<file path="src/rtl/universal_shift_register.sv">
// -----------------------------------------------------------------------------
// universal_shift_register
//   Parametrised shift register with hold, shift right, shift left and parallel
//   load. Counts shifts per frame (since last load or reset) and emits a
//   one-cycle frame_done pulse when the count reaches WIDTH. Intended as a
//   serializer/deserializer between parallel datapaths and 1-bit links.
//
// Parameters
//   WIDTH      register width in bits (>= 2)
//   RESET_VAL  value of q while/after reset
//
// Ports
//   clk        rising-edge clock
//   rst        asynchronous reset, active-high
//   en         clock enable; 0 holds everything and suppresses frame_done
//   mode       00 hold, 01 shift right, 10 shift left, 11 parallel load
//   si         serial input bit
//   d          parallel load data
//   q          register contents (registered)
//   so_lsb     q[0], serial output for right shift
//   so_msb     q[WIDTH-1], serial output for left shift
//   shift_cnt  shifts since last load or reset, saturating at WIDTH
//   frame_done one-cycle pulse after the edge where shift_cnt reaches WIDTH
// -----------------------------------------------------------------------------
module universal_shift_register #(
  parameter int               WIDTH     = 8,
  parameter logic [WIDTH-1:0] RESET_VAL = '0
) (
  input  logic                         clk,
  input  logic                         rst,
  input  logic                         en,
  input  logic [1:0]                   mode,
  input  logic                         si,
  input  logic [WIDTH-1:0]             d,
  output logic [WIDTH-1:0]             q,
  output logic                         so_lsb,
  output logic                         so_msb,
  output logic [$clog2(WIDTH+1)-1:0]   shift_cnt,
  output logic                         frame_done
);

  localparam int             CW       = $clog2(WIDTH + 1);
  localparam logic [CW-1:0]  CNT_MAX  = CW'(WIDTH);
  localparam logic [CW-1:0]  CNT_ONE  = CW'(1);
  localparam logic [CW-1:0]  CNT_ZERO = CW'(0);

  localparam logic [1:0] MODE_HOLD  = 2'b00;
  localparam logic [1:0] MODE_RIGHT = 2'b01;
  localparam logic [1:0] MODE_LEFT  = 2'b10;
  localparam logic [1:0] MODE_LOAD  = 2'b11;

  logic [WIDTH-1:0] q_r;
  logic [CW-1:0]    cnt_r;
  logic             done_r;

  logic [WIDTH-1:0] q_nxt_s;
  logic [CW-1:0]    cnt_nxt_s;
  logic             done_nxt_s;
  logic             shift_s;

  // Next-state selection for data register and shift counter.
  always_comb begin
    q_nxt_s = q_r;
    shift_s = 1'b0;
    if (en) begin
      case (mode)
        MODE_HOLD:  q_nxt_s = q_r;
        MODE_RIGHT: begin
          q_nxt_s = {si, q_r[WIDTH-1:1]};
          shift_s = 1'b1;
        end
        MODE_LEFT: begin
          q_nxt_s = {q_r[WIDTH-2:0], si};
          shift_s = 1'b1;
        end
        MODE_LOAD:  q_nxt_s = d;
        default:    q_nxt_s = q_r;
      endcase
    end else begin
      q_nxt_s = q_r;
    end
  end

  // Counter saturates at WIDTH; the pulse fires only on the WIDTH-1 -> WIDTH step,
  // so shifts beyond saturation never re-trigger it. Load clears the frame.
  always_comb begin
    cnt_nxt_s  = cnt_r;
    done_nxt_s = 1'b0;
    if (en && (mode == MODE_LOAD)) begin
      cnt_nxt_s = CNT_ZERO;
    end else if (shift_s && (cnt_r != CNT_MAX)) begin
      cnt_nxt_s  = cnt_r + CNT_ONE;
      done_nxt_s = (cnt_r == (CNT_MAX - CNT_ONE));
    end else begin
      cnt_nxt_s  = cnt_r;
      done_nxt_s = 1'b0;
    end
  end

  // State registers with asynchronous reset.
  always_ff @(posedge clk or posedge rst) begin
    if (rst) begin
      q_r    <= RESET_VAL;
      cnt_r  <= CNT_ZERO;
      done_r <= 1'b0;
    end else begin
      q_r    <= q_nxt_s;
      cnt_r  <= cnt_nxt_s;
      done_r <= done_nxt_s;
    end
  end

  assign q          = q_r;
  assign so_lsb     = q_r[0];
  assign so_msb     = q_r[WIDTH-1];
  assign shift_cnt  = cnt_r;
  assign frame_done = done_r;

endmodule

</file>
<file path="config.mk">
export PLATFORM = sky130hd
export DESIGN_NAME = universal_shift_register
export DESIGN_NICKNAME = d
export VERILOG_FILES = /design/src/rtl/universal_shift_register.sv
export SDC_FILE = /design/constraint.sdc
export NUM_CORES = 1
export LEC_CHECK = 0
export ABC_CLOCK_PERIOD_IN_PS = 4200
export BUFFER_PORTS_ARGS = -buffer_cell sky130_fd_sc_hd__buf_2
export CORE_MARGIN = 2
export CORE_UTILIZATION = 50
export CTS_CLUSTER_DIAMETER = 40
export DETAILED_ROUTE_END_ITERATION = 12
export GPL_TIMING_DRIVEN = 0
export PLACE_DENSITY = 0.81
export REMOVE_ABC_BUFFERS = 1
export SLEW_MARGIN = 10
export SYNTH_ARGS = -nofsm -noshare
export SYNTH_HDL_FRONTEND = slang
export SYNTH_SLANG_ARGS = --single-unit
export TNS_END_PERCENT = 20
</file>
<file path="constraint.sdc">
create_clock -name clk -period 4.2 [get_ports clk]
set_input_delay 0.63 -clock clk [delete_from_list [all_inputs] [get_ports clk]]
set_output_delay 0.63 -clock clk [all_outputs]
set_load 0.01 [all_outputs]
</file>
==> results.toml <==
[synth]
syn-instance-count = 81
synth_flop_cell = "dfrtp_1"
portion_of_synthesized_cell_area_occupied_by_the_leading_cell_type_pct = 43.6
ys_top_cells_by_count = "dfrtp_1, nand2_1, a21oi_1, o21ai_0, a22o_1"
yosys.cell_types.count = 22
top_cell_type_by_total_area_after_synthesis = "dfrtp_1"
synthesis.yosys.warnings = 0
synthTopCellsByArea = "dfrtp_1, a22o_1, ha_1"
synth-edff-count = 0
postSynthAreaPerCell_um2 = 9.22
synthArstFlopShare_pct = 100
synth.most_common_cell = "dfrtp_1"
share_of_the_yosys_chip_area_belonging_to_registers_pct = 43.6
yosys_register_bits = 13
post_synthesis_instance_area_um2 = 747

[global_routing]
antenna_found_initial = 0
globalRouteMet2Util_pct = 32.4
overflow = 0
busiest_layer = "met2"
met3_usage_pct = 4.68
grt_pass1_wl_um = 2680
grt_util_met1_pct = 24.0
grt_start_max_net_pins = 17
first_global_vias = 620
grt_use_total_pct = 19.7

[setup_path]
r2r-start = "shift_cnt[0]"
critical_path.startpoint_type = "input pin"
worstPathMaxFanout = 11
timing.critical_path.to_type = "register"
startpoint = "mode[0]"
criticalPathCategory = "input pin to register"
required_time_at_the_endpoint_of_the_critical_path_ps = 4380
r2r_slack_ps = 2760
crit_arrival_ps = 1710

[drt]
drt_drc_violations_left = 0
routed_via_density = 5.68
detailedRoute.firstPassIterationCount = 4
ant_nets = 0
wire_per_inst_um = 12.7
via_count_of_the_routed_design = 699
routed_wirelength_um = 1570
detailedRoute.firstIterationViolations = 21

[cts]
cts-htree-levels = 1
tritoncts.num_buffers = 3
count_of_cells_resized_by_post_cts_repair = 0
tritoncts = "done"
clkTransAtPathRegs_ps = 80
cts.root.buffer_cell = "clkbuf_4"
clkLatencyLatePin_ps = 280
cts.hold.buffers_added = 0
post-cts-setup-buffers = 0
cts.sink_count = 13
max-clock-path-buffers = 2

[job]
timing.max_cap.violations = 0

[floorplanning]
full_die_area_um2 = 1820
initial_core_util_pct = 55.3
die_width_um = 42.7
rows = 13
core_region_area_um2 = 1350
fp.dieH_um = 42.7
io-pin-count = 29

[cells_and_area]
areaGrowthSynthToFinish_pct = 21.1
post_route_cells_drive_above_1_share_pct = 31.5
fin_util_pct = 67.0
antenna-diode-count = 0
nets = 128
final.fill_count = 124
finalInstanceArea_um2 = 905

[pwr]
post-layout-total-power_w = 0.000372
peakVddDrop_uv = 238
pwr_dens_nw_per_um2 = 411
leakagePower_nw = 0.469

[sta]
fin_crit_sh_pct = 36.3
finalMaxSlewViolations = 0
timing.setup.tns_ps = 0
hold_viol_final = 0
grt_setup_unrepaired = "no"
slew_headroom_pct = 66.2
setup_violations = 0
layout_min_cycle_time_ps = 1530
fmaxAchievable_ghz = 0.655
timing.clock.skew_ps = 5.13
tightest_slew_ps = 506

[placement]
port_buffer_count = 28
place.gp.congestion = 0.821
post_dp_cell_area_um2 = 878

[worst_hold_path]
holdCritPathClass = "input pin to async pin"

[outcome]
run_status = "complete, no violations"
## flip-flops by register name, summed over array words and instances, names as in the netlist
register / count
q: 8
shift_cnt: 4
frame_done: 1
## layout by cell type, fill, tap and decap left out, types with 2 or more instances in the layout
| cell type | count |
|---|---|
| or3_1 | 2 |
| nand3_1 | 2 |
| nand2_1 | 12 |
| a21oi_1 | 10 |
| buf_2 | 28 |
| clkbuf_4 | 3 |
| ha_1 | 5 |
| dfrtp_1 | 13 |
| a22o_1 | 8 |
| o21ai_0 | 9 |
| inv_1 | 5 |
## layout make-up
cell class | count | area [um2] | area share, %
clock buffers | 4 | 26.3 | 2.90
inverters | 5 | 18.8 | 2.07
multi-input cells | 58 | 375 | 41.5
flip-flops and latches | 13 | 325 | 36.0
well taps | 15 | 18.8 | 2.07
repair buffers | 28 | 140 | 15.5
## metrics by stage
| step | std cells | hold WS [ps] | worst slack (ps) |
|---|---|---|---|
| 5_1_grt | 123 | 403 | 2560 |
| 2_1_floorplan | 76 | 507 | 2600 |
| 3_3_place_gp | 119 | 499 | 2440 |
| 3_5_place_dp | 119 | 524 | 2410 |
| 4_1_cts | 123 | 384 | 2690 |
| 6_report | 123 | 364 | 2670 |
## worst paths after layout
kind / cells past startpoint / to
max: 5 / q[0]
min: 2 / shift_cnt[1]
max reg2reg: 5 / shift_cnt[0]
min reg2reg: 2 / q[7]
max in group asynchronous: 2 / shift_cnt[3]
min in group clk: 2 / q[7]
## power breakdown
part | switching (W) | internal (W) | total (W)
Sequential | 0.0000285 | 0.000149 | 0.000178
Clock | 0.0000420 | 0.0000368 | 0.0000788
Combinational | 0.0000620 | 0.0000528 | 0.000115
## cell families (layout without fill, tap and decap cells)
group | count (synthesis) | count (layout) | synth area share, %
and+or+nand+nor | 21 | 21 | 14.7
adders and majority gates | 5 | 5 | 8.38
DFF | 13 | 13 | 43.6
AOI/OAI and AO/OA | 32 | 32 | 27.1
buffers and inverters | 10 | 37 | 6.20
## worst max-delay path, cell delays in order
cell and delay [ps]:
buf_2 110, ha_1 330, nor2_2 350, a21oi_1 110, o21ai_0 180
## per-layer routing
metal	share of wire [%]	vias up
li1	-	340
met1	46	328
met2	45	27
met3	6.8	4
met4	1.8	0
met5	0	-
No activity file was read; power rests on OpenSTA's default activity.
